File: config.mk
export PLATFORM = sky130hd
export DESIGN_NAME = load_store_unit
export DESIGN_NICKNAME = d
export VERILOG_FILES = /design/src/rtl/load_store_unit.sv
export SDC_FILE = /design/constraint.sdc
export NUM_CORES = 1
export LEC_CHECK = 0
export BUFFER_PORTS_ARGS = -buffer_cell sky130_fd_sc_hd__buf_2
export CORE_UTILIZATION = 45
export CTS_CLUSTER_DIAMETER = 200
export DETAILED_ROUTE_END_ITERATION = 10
export PLACE_DENSITY = 0.73
export SETUP_SLACK_MARGIN = 0.5
export SLEW_MARGIN = 10
export SYNTH_ARGS = -nofsm -noshare
export SYNTH_HDL_FRONTEND = slang
export SYNTH_SLANG_ARGS = --single-unit
File: constraint.sdc
create_clock -name clk -period 2.01 [get_ports clk]
set_input_delay 0.5025 -clock clk [delete_from_list [all_inputs] [get_ports clk]]
set_output_delay 0.5025 -clock clk [all_outputs]
set_load 0.1 [all_outputs]
File: src/rtl/load_store_unit.sv
// Load/store controller for a byte-addressed, little-endian, 32-bit data memory.
// Accepts one request at a time, sequences MemRead/MemWrite, extends sub-word
// loads, and performs sub-word stores as read-modify-write.
module load_store_unit #(
  parameter int unsigned WAIT_CYCLES = 0,
  parameter int unsigned ADDR_W      = 32
) (
  input  logic              clk,
  input  logic              reset_n,
  input  logic              req_valid,
  output logic              req_ready,
  input  logic              req_we,
  input  logic [2:0]        req_op,
  input  logic [ADDR_W-1:0] req_addr,
  input  logic [31:0]       req_wdata,
  output logic              resp_valid,
  output logic [31:0]       resp_rdata,
  output logic              resp_err,
  output logic [ADDR_W-1:0] mem_addr,
  output logic [31:0]       mem_wdata,
  input  logic [31:0]       mem_rdata,
  output logic              mem_read,
  output logic              mem_write
);

  localparam int unsigned DATA_W = 32;
  localparam int unsigned CNT_W  = (WAIT_CYCLES > 0) ? $clog2(WAIT_CYCLES + 1) : 1;

  typedef enum logic [1:0] {
    IDLE = 2'd0,
    RD   = 2'd1,
    WR   = 2'd2,
    DONE = 2'd3
  } state_e;

  typedef struct packed {
    logic              we;
    logic [2:0]        op;
    logic [ADDR_W-1:0] addr;
    logic [DATA_W-1:0] wdata;
  } req_t;

  state_e             state_q, state_d;
  req_t               req_q, req_d;
  logic [CNT_W-1:0]   wait_cnt_q, wait_cnt_d;
  logic [DATA_W-1:0]  resp_rdata_q, resp_rdata_d;
  logic               resp_err_q, resp_err_d;
  logic [DATA_W-1:0]  mem_wdata_q, mem_wdata_d;
  logic               rd_last;

  // Alignment and opcode legality; unsigned variants are meaningless for stores.
  function automatic logic req_bad(input logic we, input logic [2:0] op,
                                   input logic [1:0] a);
    logic bad;
    bad = 1'b0;
    case (op)
      3'b000:  bad = 1'b0;
      3'b001:  bad = a[0];
      3'b010:  bad = |a;
      3'b100:  bad = we;
      3'b101:  bad = we | a[0];
      default: bad = 1'b1;
    endcase
    return bad;
  endfunction

  // Load extraction from the low lanes of the returned word.
  function automatic logic [DATA_W-1:0] load_ext(input logic [DATA_W-1:0] d,
                                                  input logic [2:0] op);
    logic [DATA_W-1:0] r;
    r = d;
    case (op[1:0])
      2'b00:   r = op[2] ? {24'h0, d[7:0]}  : {{24{d[7]}}, d[7:0]};
      2'b01:   r = op[2] ? {16'h0, d[15:0]} : {{16{d[15]}}, d[15:0]};
      default: r = d;
    endcase
    return r;
  endfunction

  // Sub-word store merge: replace the low byte/half, keep upper bytes.
  function automatic logic [DATA_W-1:0] st_merge(input logic [DATA_W-1:0] old,
                                                  input logic [DATA_W-1:0] wd,
                                                  input logic [2:0] op);
    return op[0] ? {old[31:16], wd[15:0]} : {old[31:8], wd[7:0]};
  endfunction

  assign rd_last = (wait_cnt_q == CNT_W'(WAIT_CYCLES));

  // Strobes and handshake decoded straight from the state register.
  assign req_ready  = (state_q == IDLE);
  assign mem_read   = (state_q == RD);
  assign mem_write  = (state_q == WR);
  assign resp_valid = (state_q == DONE);
  assign mem_addr   = req_q.addr;
  assign mem_wdata  = mem_wdata_q;
  assign resp_rdata = resp_rdata_q;
  assign resp_err   = resp_err_q;

  // State and datapath registers.
  always_ff @(posedge clk or negedge reset_n) begin
    if (!reset_n) begin
      state_q      <= IDLE;
      req_q        <= '0;
      wait_cnt_q   <= '0;
      resp_rdata_q <= '0;
      resp_err_q   <= 1'b0;
      mem_wdata_q  <= '0;
    end else begin
      state_q      <= state_d;
      req_q        <= req_d;
      wait_cnt_q   <= wait_cnt_d;
      resp_rdata_q <= resp_rdata_d;
      resp_err_q   <= resp_err_d;
      mem_wdata_q  <= mem_wdata_d;
    end
  end

  // Next-state and datapath update; write data is only non-zero while in WR.
  always_comb begin
    state_d      = state_q;
    req_d        = req_q;
    wait_cnt_d   = wait_cnt_q;
    resp_rdata_d = resp_rdata_q;
    resp_err_d   = resp_err_q;
    mem_wdata_d  = '0;
    case (state_q)
      IDLE: begin
        if (req_valid) begin
          req_d.we     = req_we;
          req_d.op     = req_op;
          req_d.addr   = req_addr;
          req_d.wdata  = req_wdata;
          wait_cnt_d   = '0;
          resp_rdata_d = '0;
          resp_err_d   = 1'b0;
          if (req_bad(req_we, req_op, req_addr[1:0])) begin
            resp_err_d = 1'b1;
            state_d    = DONE;
          end else if (req_we && (req_op == 3'b010)) begin
            mem_wdata_d = req_wdata;
            state_d     = WR;
          end else begin
            state_d = RD;
          end
        end
      end
      RD: begin
        if (rd_last) begin
          if (req_q.we) begin
            mem_wdata_d = st_merge(mem_rdata, req_q.wdata, req_q.op);
            state_d     = WR;
          end else begin
            resp_rdata_d = load_ext(mem_rdata, req_q.op);
            state_d      = DONE;
          end
        end else begin
          wait_cnt_d = wait_cnt_q + CNT_W'(1);
        end
      end
      WR:      state_d = DONE;
      DONE:    state_d = IDLE;
      default: state_d = IDLE;
    endcase
  end

endmodule

## After elaboration in Yosys (flattened, before gate mapping)

Index checks and enable logic that the tools add are counted.

- Flip-flop bits (word level): 120
- Latch bits: 0
- RAM bits: 0
- ROM bits: 0
- Bits of input ports: 103
- Output and inout bits: 101
- Logic and storage cells: 59
- Memories kept: 0

- $add $sub $neg: 1
- $mul: 0
- Divide/modulo/power cells: 0
- $lt $le $gt $ge: 0
- Equality and inequality tests: 11
- Shifts and indexed selects: 0
- Muxes and demuxes: 27
- Bitwise gates (word level): 1
- Reduce and logical (&&, ||, !) cells: 10

Operators with widths:

| operator | number |
|---|---|
| 32-bit two-way mux | 10 |
| 32-bit one-hot mux with 2 select lines | 3 |
| 16-bit two-way mux | 1 |
| 2-bit two-way mux | 4 |
| 2-bit one-hot mux with 4 select lines | 1 |
| 3-bit equality test, second input constant | 2 |
| 1-bit two-way mux | 6 |
| 2-bit != test, second input constant | 3 |
| 2-bit AND reduction | 3 |
| 1-bit one-hot mux with 5 select lines | 1 |
| 2-bit by 1-bit equality test with 1-bit output, second input constant | 2 |
| 2-bit equality test, second input constant | 2 |
| 2-bit zero test | 2 |
| 4-bit AND reduction | 1 |
| 3-bit by 1-bit equality test with 1-bit output, second input constant | 1 |
| 3-bit by 2-bit equality test with 1-bit output, second input constant | 1 |
| 3-bit zero test | 1 |
| 1-bit one-hot mux with 2 select lines | 1 |
| 2-bit nonzero test | 1 |
| 2-bit OR reduction | 1 |
| 1-bit adder, second input constant | 1 |
| 1-bit logical AND | 1 |
| 1-bit OR | 1 |

## Logic depth before layout (Yosys ltp)

- Depth after elaboration: 7
- Gate-level depth with buffers: 7
- Gate-level depth less buffers: 5

## Worst setup path before layout

Ideal clock, no wire load.

- Path type: flip-flop to flip-flop
- Start: reg state_q[1]
- End: reg resp_rdata_q[11], in the netlist resp_rdata[11]
- Library setup time: 122 ps
- Arrival: 2424 ps
- Data required time: 1888 ps
- Setup slack: -536 ps
- Stages on the path, launching flop included: 8
- Path buffers: 2
- Period minus slack after synthesis: 2546 ps
- Cell sequence: dfrtp_1 inv_1 ha_1 nand2_1 and3_1 clkbuf_2 buf_2 a22o_1

- Word-level cells in the longest chain between the ends: 3
- Elaborated cells between the ends (all ways): 8
- Those cells by class: 4 x eq/ne; 1 x mux; 3 x reduce/logical

RTL lines:

| what | line | RTL |
|---|---|---|
| from (decl) | 43 | `state_e state_q, state_d;` |
| from (signal assigned) | 109 | `state_q <= state_d;` |
| 2-bit by 1-bit equality test with 1-bit output (*) | - |  |
| named net mem_read | 22 | `output logic mem_read,` |
| 2-bit != test (no line) or 2-bit nonzero test (tied branches) | - |  |
| 4-bit AND reduction (no line) | - |  |
| to (signal assigned) | 112 | `resp_rdata_q <= resp_rdata_d;` |
| to (decl) | 46 | `logic [DATA_W-1:0] resp_rdata_q, resp_rdata_d;` |

The timed path passes the listed nets; every way through them passes the cells marked *.
A chain may end at the register's enable or synchronous reset.

## Worst setup path in the final report

- Start: reg state_q[1]
- End: out req_ready

- Word-level cells in the longest chain between the ends: 1

RTL lines:

| what | line | RTL |
|---|---|---|
| 2-bit zero test | 90 | `assign req_ready = (state_q == IDLE);` |
| to (decl) | 11 | `output logic req_ready,` |

Every way passes these cells.

==> results.md <==
* Synth Net Count at roughly 600
* Critical Path AT at approximately 1.3 ns
* Die height at roughly 110 µm
* Grt ovf at 0
* Ys flop type: dfrtp_1
* PnR Total Power at 18.8 mW
* RSZ-0062 raised after global routing: true
* MaxCap Viol Count at 0
* Num CTS Buffers at 17
* Power per cell area at roughly 2100 nW/µm²
* Wirelength per Cell at 21.3 µm
* Fillers at 557
* Async S/R FF share, synth at between 90% and 100%
* Post-Syn Area at roughly 5100 µm²
* Reg2Reg Setup Slack at 0.19 ns
* DRC Markers at 0
* GRT Resource Usage Total at around 29%
* Relative slew slack at 39.4%
* Count of different cell masters after synthesis at 33
* Leak at approximately 4.6 nW
* Layout net count at around 850
* Post-synth EDFFs at 0
* Area added between synthesis and finish at 75.5%
* CP Capture Type: primary output
* CP startpoint kind: flip-flop
* RR Endpoint: resp_rdata[10]
* Row cnt at 38
* Detailed Routing Iterations Pass 1 at 5
* Status: complete, no violations
* Clock Latency Late Sink at 0.40 ns
* DR vias at between 5k and 6k
* PortBufs at 203
* TritonCTS Sinks at roughly 120
* Reg2reg start: state_q[1]
* FF-to-FF path depth at 8
* Peak Freq at around 0.55 GHz
* Root buffer cell: clkbuf_16
* Tightest Pin Transition at about 0.9 ns
* Layout cells sized above 1 at approximately 50%
* Clock slew at reported path FFs at 0.06 ns
* Clock buffer depth at 2
* Die Area at between 10000 and 15000 µm²
* Maximum number of pins on one net before global-route repair at 45
* Routed WL at about 19 mm
* Peak VDD IR at ~1800 µV
* Post-synthesis sequential area ratio at between 50% and 60%
* Htree depth at 4
* I/O Pins at 204
* Wire length of the first global-routing pass at roughly 26 mm
* Ys Warns at 0
* Worst-path fanout max at 4
* Setup TNS at 0 ns
* Mean Syn Cell Area at 10.1 µm²
* Die width at 109 µm
* Routed Antenna Nets at 0
* Area after DPL at just over 6000 µm²
* Req. time, crit path at about 1.5 ns
* Dpl hpwl at 9.00 mm
* Flops & latches, synth at roughly 120
* Final Skew at 0.00984 ns
* Crit path time final at approximately 1.8 ns
* HP Class: input pin to async pin
* Final hold violation count at 0
* Starting Density at a little under half
* Std-Cell Core Area at 11000 µm²
* Final period utilization at between 90% and 100%
* Initial antenna violation count at 0
* Setup-failing EPs final at 0
* Gate count after technology mapping at between 500 and 600
* Final non-filler cell area at ~9000 µm²
* Diodes inserted at 0
* Slew Limit Fails at 0
* DRT iter0 DRCs at between 200 and 300
* CTS tree: built
* Vias in the first global route at 5041
* Crit Path Class: flip-flop to primary output
* RePlAce Congestion at 0.794
* Vias per cell at 5.57
==> metrics by stage <==
stage	cells	hold WS [ns]	utilization (%)	setup WS (ns)
final	900	0.0468	82.3	0.178
after CTS	870	0.0458	76.1	0.205
after detailed placement	799	0.458	55.6	0.0877
after global routing	900	0.0536	82.3	0.141
after global placement	799	0.454	55.6	0.155
after floorplan	508	0.207	-	0.282
==> sequential cells by signal, summed over array words and instances, names as in the netlist <==
name and flops:
mem_addr 32, mem_wdata 32, req_q 20, resp_err 1, resp_rdata 32, state_q 2
==> where the power goes <==
part | total (mW) | internal, mW | switching, mW
clock | 3.18 | 2.05 | 1.13
combinational | 11.5 | 4.43 | 7.12
sequential | 4.07 | 3.21 | 0.864
==> Yosys cell counts (2+ instances only) <==
library cell / count / share of area [%]
clkbuf_2: 2 / 0.19
ha_1: 4 / 0.97
buf_4: 34 / 5.0
buf_6: 5 / 1.1
mux2i_1: 8 / 1.6
nand2_1: 188 / 14
a21bo_2: 8 / 1.6
nand4_1: 8 / 0.97
o21ai_0: 31 / 3.0
dfrtp_1: 119 / 58
o22ai_1: 10 / 1.2
and2_1: 2 / 0.24
or2_1: 2 / 0.24
o21ai_1: 4 / 0.39
a22o_1: 40 / 6.8
buf_2: 14 / 1.4
inv_1: 3 / 0.22
clkbuf_1: 11 / 0.80
==> repair_timing <==
| action | in CTS | in global routing |
|---|---|---|
| endpoints found under the hold margin | 0 | 0 |
| cloned | 9 | 6 |
| endpoints found under the setup margin | 159 | 196 |
| resized for setup | 352 | 86 |
| pin swaps | 3 | 8 |
| hold buffers | 0 | 0 |
| buffers inserted | 30 | 24 |
==> layer usage <==
metal | global-route usage, % | wire [µm] | up-vias
li1 | - | - | 2168
met1 | 33.7 | 6830 | 2487
met2 | 51.9 | 10300 | 299
met3 | 7.65 | 1450 | 55
met4 | 12.4 | 589 | 0
met5 | 0 | 0 | -
==> critical path, cell delays in order (launching register included) <==
cell	delay, ns
dfrtp_2	0.46
inv_4	0.11
ha_4	0.17
buf_12	0.18
==> worst max-delay path by stage <==
stage | from | cells after the start | slack (ns) | to
2_1_floorplan | state_q[0] | 1 | 0.28 | resp_valid
3_3_place_gp | state_q[1] | 5 | 0.15 | resp_rdata[13]
3_5_place_dp | state_q[1] | 5 | 0.09 | resp_rdata[27]
4_1_cts | state_q[1] | 3 | 0.21 | mem_read
5_1_grt | state_q[1] | 8 | 0.14 | resp_rdata[26]
6_report | state_q[1] | 3 | 0.18 | req_ready
==> cell type report <==
type	count	area [µm²]	share of cell area (%)
multi-input combinational	321	1990	22.0
clock inverter	11	145	1.61
sequential	119	2980	33.0
timing repair buffer	284	3260	36.0
clock buffer	21	470	5.20
tap	140	175	1.94
inverter	4	20.0	0.221
==> kinds of logic (layout without fill, tap and decap cells) <==
kind of cell,count (synthesis),in the layout,synth area share [%]
simple gates,208,210,16.9
flops,119,119,57.8
compound gates,98,98,13.8
buf+inv,70,320,8.70
mux,9,9,1.82
fa+ha+maj,4,4,0.972
==> cell usage in the layout, fill, tap and decap left out, drive strengths merged <==
cell type	instances
a221o	1
a21oi	1
clkbuf	26
nand2	189
clkinvlp	3
nor3	2
nand2b	1
buf	279
and3	3
or4b	1
a22o	40
nand4	8
o22ai	10
ha	4
o21ai	35
a21bo	8
nand4bb	1
clkinv	5
o31ai	1
bufinv	3
inv	4
dfrtp	119
or2	3
a31oi	1
and2	2
mux2i	9
o211ai	1
Power figures use the tool's default switching activity.
